[config.mk]
export PLATFORM = sky130hd
export DESIGN_NAME = cc_bank_port_ctrl_flat
export DESIGN_NICKNAME = d
export VERILOG_FILES = /design/src/rtl/cc_bank_pkg.sv /design/src/rtl/cc_bank_port_ctrl_if.sv /design/src/rtl/cc_bank_resp_fifo.sv /design/src/rtl/cc_bank_port_ctrl.sv /design/src/flat_wrapper.sv
export SDC_FILE = /design/constraint.sdc
export NUM_CORES = 1
export LEC_CHECK = 0
export ABC_AREA = 1
export CORE_UTILIZATION = 63
export DETAILED_ROUTE_END_ITERATION = 7
export DONT_BUFFER_PORTS = 1
export GPL_TIMING_DRIVEN = 0
export PLACE_DENSITY_LB_ADDON = 0.08
export SYNTH_ARGS = -nofsm -noshare
export SYNTH_HDL_FRONTEND = slang
export SYNTH_HIERARCHICAL = 1
export SYNTH_SLANG_ARGS = --single-unit
export TNS_END_PERCENT = 20
[constraint.sdc]
create_clock -name clock -period 7.1 [get_ports clock]
set_clock_uncertainty 0.2 [all_clocks]
set_input_delay 1.065 -clock clock [delete_from_list [all_inputs] [get_ports clock]]
set_output_delay 1.065 -clock clock [all_outputs]
set_load 0.01 [all_outputs]
[src/rtl/cc_bank_pkg.sv]
// Shared types and sizing helpers for the cache data bank port controller.
package cc_bank_pkg;

  localparam int ADDR_W_DEF = 14;
  localparam int DATA_W_DEF = 64;

  typedef struct packed {
    logic                  write;
    logic [ADDR_W_DEF-1:0] addr;
    logic [DATA_W_DEF-1:0] wdata;
  } bank_req_t;

  // Width needed to count 0..depth inclusive.
  function automatic int occ_w(input int depth);
    return $clog2(depth + 1);
  endfunction

endpackage

[src/rtl/cc_bank_port_ctrl_if.sv]
// Request and response channels between a requester and the bank port controller.
interface cc_bank_port_ctrl_if
  import cc_bank_pkg::*;
#(
  parameter int ADDR_W = ADDR_W_DEF,
  parameter int DATA_W = DATA_W_DEF
);

  logic              req_valid;
  logic              req_ready;
  logic              req_write;
  logic [ADDR_W-1:0] req_addr;
  logic [DATA_W-1:0] req_wdata;
  logic              resp_valid;
  logic              resp_ready;
  logic [DATA_W-1:0] resp_rdata;
  logic              busy;

  modport master (
    output req_valid, req_write, req_addr, req_wdata, resp_ready,
    input  req_ready, resp_valid, resp_rdata, busy
  );

  modport slave (
    input  req_valid, req_write, req_addr, req_wdata, resp_ready,
    output req_ready, resp_valid, resp_rdata, busy
  );

endinterface

[src/rtl/cc_bank_resp_fifo.sv]
// Small circular FIFO holding bank read data until the consumer takes it.
module cc_bank_resp_fifo
  import cc_bank_pkg::*;
#(
  parameter  int DATA_W = DATA_W_DEF,
  parameter  int DEPTH  = 3,
  localparam int OCC_W  = occ_w(DEPTH)
) (
  input  logic              clk,
  input  logic              rst_n,
  input  logic              i_push,
  input  logic [DATA_W-1:0] i_push_data,
  input  logic              i_pop,
  output logic [OCC_W-1:0]  o_occ,
  output logic [DATA_W-1:0] o_head
);

  localparam int PTR_W = (DEPTH > 1) ? $clog2(DEPTH) : 1;

  logic [DATA_W-1:0] r_mem [DEPTH];
  logic [PTR_W-1:0]  r_wptr;
  logic [PTR_W-1:0]  r_rptr;
  logic [OCC_W-1:0]  r_occ;

  function automatic logic [PTR_W-1:0] ptr_inc(input logic [PTR_W-1:0] p);
    return (p == PTR_W'(DEPTH - 1)) ? '0 : p + PTR_W'(1);
  endfunction

  always_ff @(posedge clk or negedge rst_n) begin
    if (!rst_n) begin
      r_wptr <= '0;
      r_rptr <= '0;
      r_occ  <= '0;
    end else begin
      if (i_push) r_wptr <= ptr_inc(r_wptr);
      if (i_pop)  r_rptr <= ptr_inc(r_rptr);
      case ({i_push, i_pop})
        2'b10:   r_occ <= r_occ + OCC_W'(1);
        2'b01:   r_occ <= r_occ - OCC_W'(1);
        default: r_occ <= r_occ;
      endcase
    end
  end

  // Storage carries no reset; occupancy alone decides what is valid.
  always_ff @(posedge clk) begin
    if (i_push) r_mem[r_wptr] <= i_push_data;
  end

  assign o_occ  = r_occ;
  assign o_head = r_mem[r_rptr];

  a_no_push_when_full: assert property (
    @(posedge clk) disable iff (!rst_n) !(i_push && r_occ == OCC_W'(DEPTH))
  );

endmodule

[src/rtl/cc_bank_port_ctrl.sv]
// Issues read/write requests to a single-port data bank in order and returns
// read data through a credit-protected response FIFO.
module cc_bank_port_ctrl
  import cc_bank_pkg::*;
#(
  parameter int ADDR_W     = ADDR_W_DEF,
  parameter int DATA_W     = DATA_W_DEF,
  parameter int RESP_DEPTH = 3
) (
  input  logic                clock,
  input  logic                reset_n,
  cc_bank_port_ctrl_if.slave  bus,
  output logic                sram_clk,
  output logic                sram_en,
  output logic                sram_wmode,
  output logic [ADDR_W-1:0]   sram_addr,
  output logic [DATA_W-1:0]   sram_wdata,
  input  logic [DATA_W-1:0]   sram_rdata
);

  localparam int             OCC_W   = occ_w(RESP_DEPTH);
  localparam logic [OCC_W:0] DEPTH_C = (OCC_W + 1)'(RESP_DEPTH);

  logic              r_active;
  logic              r_inflight;
  logic [OCC_W-1:0]  w_occ;
  logic [DATA_W-1:0] w_head;
  logic [OCC_W:0]    w_claimed;
  logic              w_credit_ok;
  logic              w_fire;
  logic              w_resp_valid;
  logic              w_pop;

  // Credit counts only registered state, so a pop never feeds req_ready in the same cycle.
  assign w_claimed    = {1'b0, w_occ} + (OCC_W + 1)'(r_inflight);
  assign w_credit_ok  = (w_claimed < DEPTH_C);
  assign bus.req_ready = r_active & (bus.req_write | w_credit_ok);
  assign w_fire       = bus.req_valid & bus.req_ready;

  assign sram_clk   = clock;
  assign sram_en    = w_fire;
  assign sram_wmode = bus.req_write;
  assign sram_addr  = bus.req_addr;
  assign sram_wdata = bus.req_wdata;

  assign w_resp_valid   = (w_occ != '0);
  assign w_pop          = w_resp_valid & bus.resp_ready;
  assign bus.resp_valid = w_resp_valid;
  assign bus.resp_rdata = w_head;
  assign bus.busy       = r_inflight | w_resp_valid;

  // r_active keeps req_ready low while reset is held.
  always_ff @(posedge clock or negedge reset_n) begin
    if (!reset_n) begin
      r_active   <= 1'b0;
      r_inflight <= 1'b0;
    end else begin
      r_active   <= 1'b1;
      r_inflight <= w_fire & ~bus.req_write;
    end
  end

  cc_bank_resp_fifo #(
    .DATA_W (DATA_W),
    .DEPTH  (RESP_DEPTH)
  ) u_resp_fifo (
    .clk         (clock),
    .rst_n       (reset_n),
    .i_push      (r_inflight),
    .i_push_data (sram_rdata),
    .i_pop       (w_pop),
    .o_occ       (w_occ),
    .o_head      (w_head)
  );

endmodule

[src/flat_wrapper.sv]
// flat-port wrapper written by rule: the top's interface ports become plain ports
module cc_bank_port_ctrl_flat import cc_bank_pkg::*;
#(
  parameter int ADDR_W     = ADDR_W_DEF,
  parameter int DATA_W     = DATA_W_DEF,
  parameter int RESP_DEPTH = 3
)
  (clock, reset_n, sram_clk, sram_en, sram_wmode, sram_addr, sram_wdata, sram_rdata, bus_req_valid, bus_req_write, bus_req_addr, bus_req_wdata, bus_resp_ready, bus_req_ready, bus_resp_valid, bus_resp_rdata, bus_busy);
  cc_bank_port_ctrl_if #(.ADDR_W(ADDR_W), .DATA_W(DATA_W)) bus_i ();
  input  logic clock;
  input  logic reset_n;
  output logic sram_clk;
  output logic sram_en;
  output logic sram_wmode;
  output logic [ADDR_W-1:0] sram_addr;
  output logic [DATA_W-1:0] sram_wdata;
  input  logic [DATA_W-1:0] sram_rdata;
  input wire logic [$bits(bus_i.req_valid)-1:0] bus_req_valid;
  input wire logic [$bits(bus_i.req_write)-1:0] bus_req_write;
  input wire logic [$bits(bus_i.req_addr)-1:0] bus_req_addr;
  input wire logic [$bits(bus_i.req_wdata)-1:0] bus_req_wdata;
  input wire logic [$bits(bus_i.resp_ready)-1:0] bus_resp_ready;
  output wire logic [$bits(bus_i.req_ready)-1:0] bus_req_ready;
  output wire logic [$bits(bus_i.resp_valid)-1:0] bus_resp_valid;
  output wire logic [$bits(bus_i.resp_rdata)-1:0] bus_resp_rdata;
  output wire logic [$bits(bus_i.busy)-1:0] bus_busy;
  assign bus_i.req_valid = bus_req_valid;
  assign bus_i.req_write = bus_req_write;
  assign bus_i.req_addr = bus_req_addr;
  assign bus_i.req_wdata = bus_req_wdata;
  assign bus_i.resp_ready = bus_resp_ready;
  assign bus_req_ready = bus_i.req_ready;
  assign bus_resp_valid = bus_i.resp_valid;
  assign bus_resp_rdata = bus_i.resp_rdata;
  assign bus_busy = bus_i.busy;
  cc_bank_port_ctrl #(.ADDR_W(ADDR_W), .DATA_W(DATA_W), .RESP_DEPTH(RESP_DEPTH)) u_core (.clock(clock), .reset_n(reset_n), .bus(bus_i), .sram_clk(sram_clk), .sram_en(sram_en), .sram_wmode(sram_wmode), .sram_addr(sram_addr), .sram_wdata(sram_wdata), .sram_rdata(sram_rdata));
endmodule
==> impl_metrics.json <==
{
  "grt_pass1_wl_mm": 25.8,
  "floorplan.die_area_um2": 13200,
  "synthToLayoutAreaGrowth_pct": 10.9,
  "synth_top_cell_area_share_pct": 71.8,
  "share_clk_of_total_power_pct": 29.0,
  "synth.area.top_cells": "sky130_fd_sc_hd__edfxtp_1 (72%), sky130_fd_sc_hd__nand2_1 (9.4%), sky130_fd_sc_hd__buf_4 (7.9%)",
  "relative_contribution_of_combinational_cells_to_total_power_pct": 26.9,
  "vdd.ir_drop.worst_uv": 288,
  "grt_usage_pct": 28.2,
  "clk_latency_ps": 530,
  "worst_r2r_startpoint": "u_core/r_inflight",
  "fp.dieW_um": 115,
  "worst_case_headroom_to_the_max_slew_limit_pct": 39.8,
  "reg2reg_to": "u_core/u_resp_fifo/r_mem[2][23]",
  "total_switching_power_mw": 1.05,
  "synthesis.area_um2": 8030,
  "fillerInstances": 806,
  "async_flop_share_pct": 4.00,
  "cp_data_arrival_time_ps": 3930,
  "vias_per_cell": 5.53,
  "final-seq-area_um2": 5970,
  "post-synth-top-area-cell": "sky130_fd_sc_hd__edfxtp_1",
  "pin_count_of_the_biggest_net_entering_global_routing": 65,
  "drt_first_iter_violations": 353,
  "cell_internal_pwr_mw": 2.16,
  "detailroute.via_count": 4499,
  "worst_r2r_path_depth": 4,
  "finalSetupViolations": 0,
  "p_leak_nw": 3.37,
  "drt-total-wl_mm": 18.5,
  "timing.hold.worst.class": "in2async",
  "cts_setup_buffers": 0,
  "pwr-share-seq_pct": 44.1,
  "netlist_instances": 607,
  "syn_area_per_cell_um2": 13.2,
  "yosys_warnings": 6,
  "top_cell_types_by_occurrence_after_synthesis": "sky130_fd_sc_hd__nand2_1 (202), sky130_fd_sc_hd__edfxtp_1 (192), sky130_fd_sc_hd__buf_4 (84)",
  "crit_path_max_fanout": 2,
  "pin_count": 295,
  "final.hold.worst_slack_ps": 24.9,
  "synthDistinctLibCells": 22,
  "critical_path.startpoint_type": "clock port",
  "synth_most_common_cell": "sky130_fd_sc_hd__nand2_1",
  "total_of_cells_resized_after_clock_tree_synthesis": 0,
  "stdcell_area_um2": 8900,
  "drc": 0,
  "chipHeight_um": 115,
  "cp-end-kind": "output pin",
  "wl_per_cell_um": 22.7,
  "drv_cap": 0,
  "power_density_nw_per_um2": 360,
  "critPathKind": "clk2out",
  "tightest_slew_ps": 903,
  "grt-ovfl-total": 0,
  "switching_share_pct": 32.7,
  "hold_viol_final": 0,
  "gp_congestion": 0.808,
  "place_inst": 781,
  "synth-edff-count": 192,
  "drt_first_pass_iters": 5,
  "ys_seq_elements": 200,
  "regToRegSetupSlack_ps": 5030,
  "clk_transition_reported_paths_ps": 60,
  "rows": 40,
  "starting_density_pct": 65.8,
  "startpoint": "clock",
  "final_layout_size_suffix_gt1_share_pct": 22.0,
  "rsz_0062_raised_after_global_routing": "false",
  "first_global_vias": 4496,
  "postCtsHoldBufs": 0,
  "multiInputGateArea_um2": 1220,
  "instances_no_fill": 814,
  "postPlaceCellArea_um2": 8320,
  "yosys_most_used_dff": "sky130_fd_sc_hd__edfxtp_1",
  "antenna_violating_nets_post_route": 0,
  "grt_antenna_before_repair": 0,
  "slew_viol_final": 0,
  "max_stage_delay_ps": 130,
  "worstPathRequired_ps": 5830,
  "antenna_cells_inserted": 0,
  "portBuffers": 0,
  "synth_nets": 757,
  "run_status": "finished clean",
  "dp.final_hpwl_mm": 13.5,
  "design.core.area_um2": 12200,
  "cp_slowest_cell": "sky130_fd_sc_hd__clkbuf_16",
  "critPathMostFrequentCell": "sky130_fd_sc_hd__clkbuf_16",
  "final_net_count": 785,
  "crit_path_end": "sram_clk",
  "share_of_the_yosys_chip_area_belonging_to_registers_pct": 74.3,
  "tritoncts": "built",
  "path_cells": "clkbuf_16 > clkbuf_16 > buf_4"
}
## critical path, delay by kind of cell
family,cells,cell delay (ps)
buffers and inverters,3,380
## layout make-up
class / count / area share (%)
buffer: 101 / 8.73
clock buffer: 21 / 5.66
clock inverter: 12 / 0.900
inverter: 18 / 0.815
multi-input combinational: 288 / 13.8
sequential: 200 / 67.0
tap: 168 / 2.36
timing repair buffer: 6 / 0.759
## sequential cells by signal (all words and copies together), names as in the netlist
signal,flops
u_core/r_inflight,1
u_core/r_active,1
u_core/u_resp_fifo/o_occ,2
u_core/u_resp_fifo/r_rptr,2
u_core/u_resp_fifo/r_wptr,2
u_core/u_resp_fifo/r_mem,192
## placed cells by master, fill, tap and decap left out, types with 2 or more instances in the layout
cell type	synthesis	final
sky130_fd_sc_hd__nand2_1	202	202
sky130_fd_sc_hd__edfxtp_1	192	192
sky130_fd_sc_hd__buf_4	84	85
sky130_fd_sc_hd__nand3_1	67	67
sky130_fd_sc_hd__clkbuf_16	0	20
sky130_fd_sc_hd__inv_1	17	15
sky130_fd_sc_hd__buf_6	10	14
sky130_fd_sc_hd__dfrtp_1	8	8
sky130_fd_sc_hd__buf_2	6	6
sky130_fd_sc_hd__o21ai_0	4	4
sky130_fd_sc_hd__clkinv_2	0	3
sky130_fd_sc_hd__inv_6	0	3
sky130_fd_sc_hd__clkinvlp_4	0	3
sky130_fd_sc_hd__ha_1	3	3
sky130_fd_sc_hd__clkinv_1	0	2
sky130_fd_sc_hd__clkbuf_1	1	2
sky130_fd_sc_hd__nor2_1	2	2
sky130_fd_sc_hd__nand4_1	2	2
sky130_fd_sc_hd__inv_4	0	2
## per-layer routing
| metal | vias to the layer above | global-route usage [%] | share of wire (%) |
|---|---|---|---|
| li1 | 2050 | - | - |
| met1 | 2159 | 32.0 | 34 |
| met2 | 257 | 47.7 | 53 |
| met3 | 33 | 11.2 | 11 |
| met4 | 0 | 12.2 | 2.7 |
| met5 | - | 0 | 0 |
## power by group through the flow
stage / sequential (mW) / combinational (mW) / clock, mW
after floorplan: 1.43 / 0.647 / 0.0116
after global placement: 1.44 / 0.842 / 0.0116
after detailed placement: 1.44 / 0.867 / 0.0116
after CTS: 1.41 / 0.870 / 0.941
after global routing: 1.42 / 0.935 / 0.992
final: 1.41 / 0.863 / 0.929
## through the flow
| step | TNS (ps) | total power, mW | worst slack [ps] | utilization [%] |
|---|---|---|---|---|
| 6_report | 0 | 3.21 | 1910 | 72.9 |
| 5_1_grt | 0 | 3.35 | 1900 | 72.9 |
| 4_1_cts | 0 | 3.22 | 1900 | 72.9 |
| 3_5_place_dp | 0 | 2.32 | 2170 | 68.1 |
| 3_3_place_gp | -90220 | 2.29 | -1410 | 67.5 |
| 2_1_floorplan | 0 | 2.09 | 1520 | - |
## worst min path at each step
stage	slack, ps	to
CTS	9	u_core/r_active
floorplan	280	u_core/r_inflight
global route	2	u_core/u_resp_fifo/o_occ[1]
detailed placement	320	u_core/r_inflight
global placement	290	u_core/r_inflight
finish	20	u_core/r_active
## kinds of logic after synthesis
kind of cell    share of synthesized area [%]
fa+ha+maj                               0.467
xor+xnor                                0.109
compound gates                          0.405
simple gates                             14.2
buf+inv                                  10.5
other cells                            0.0467
flops                                    74.3
No activity file was read; power rests on OpenSTA's default activity.
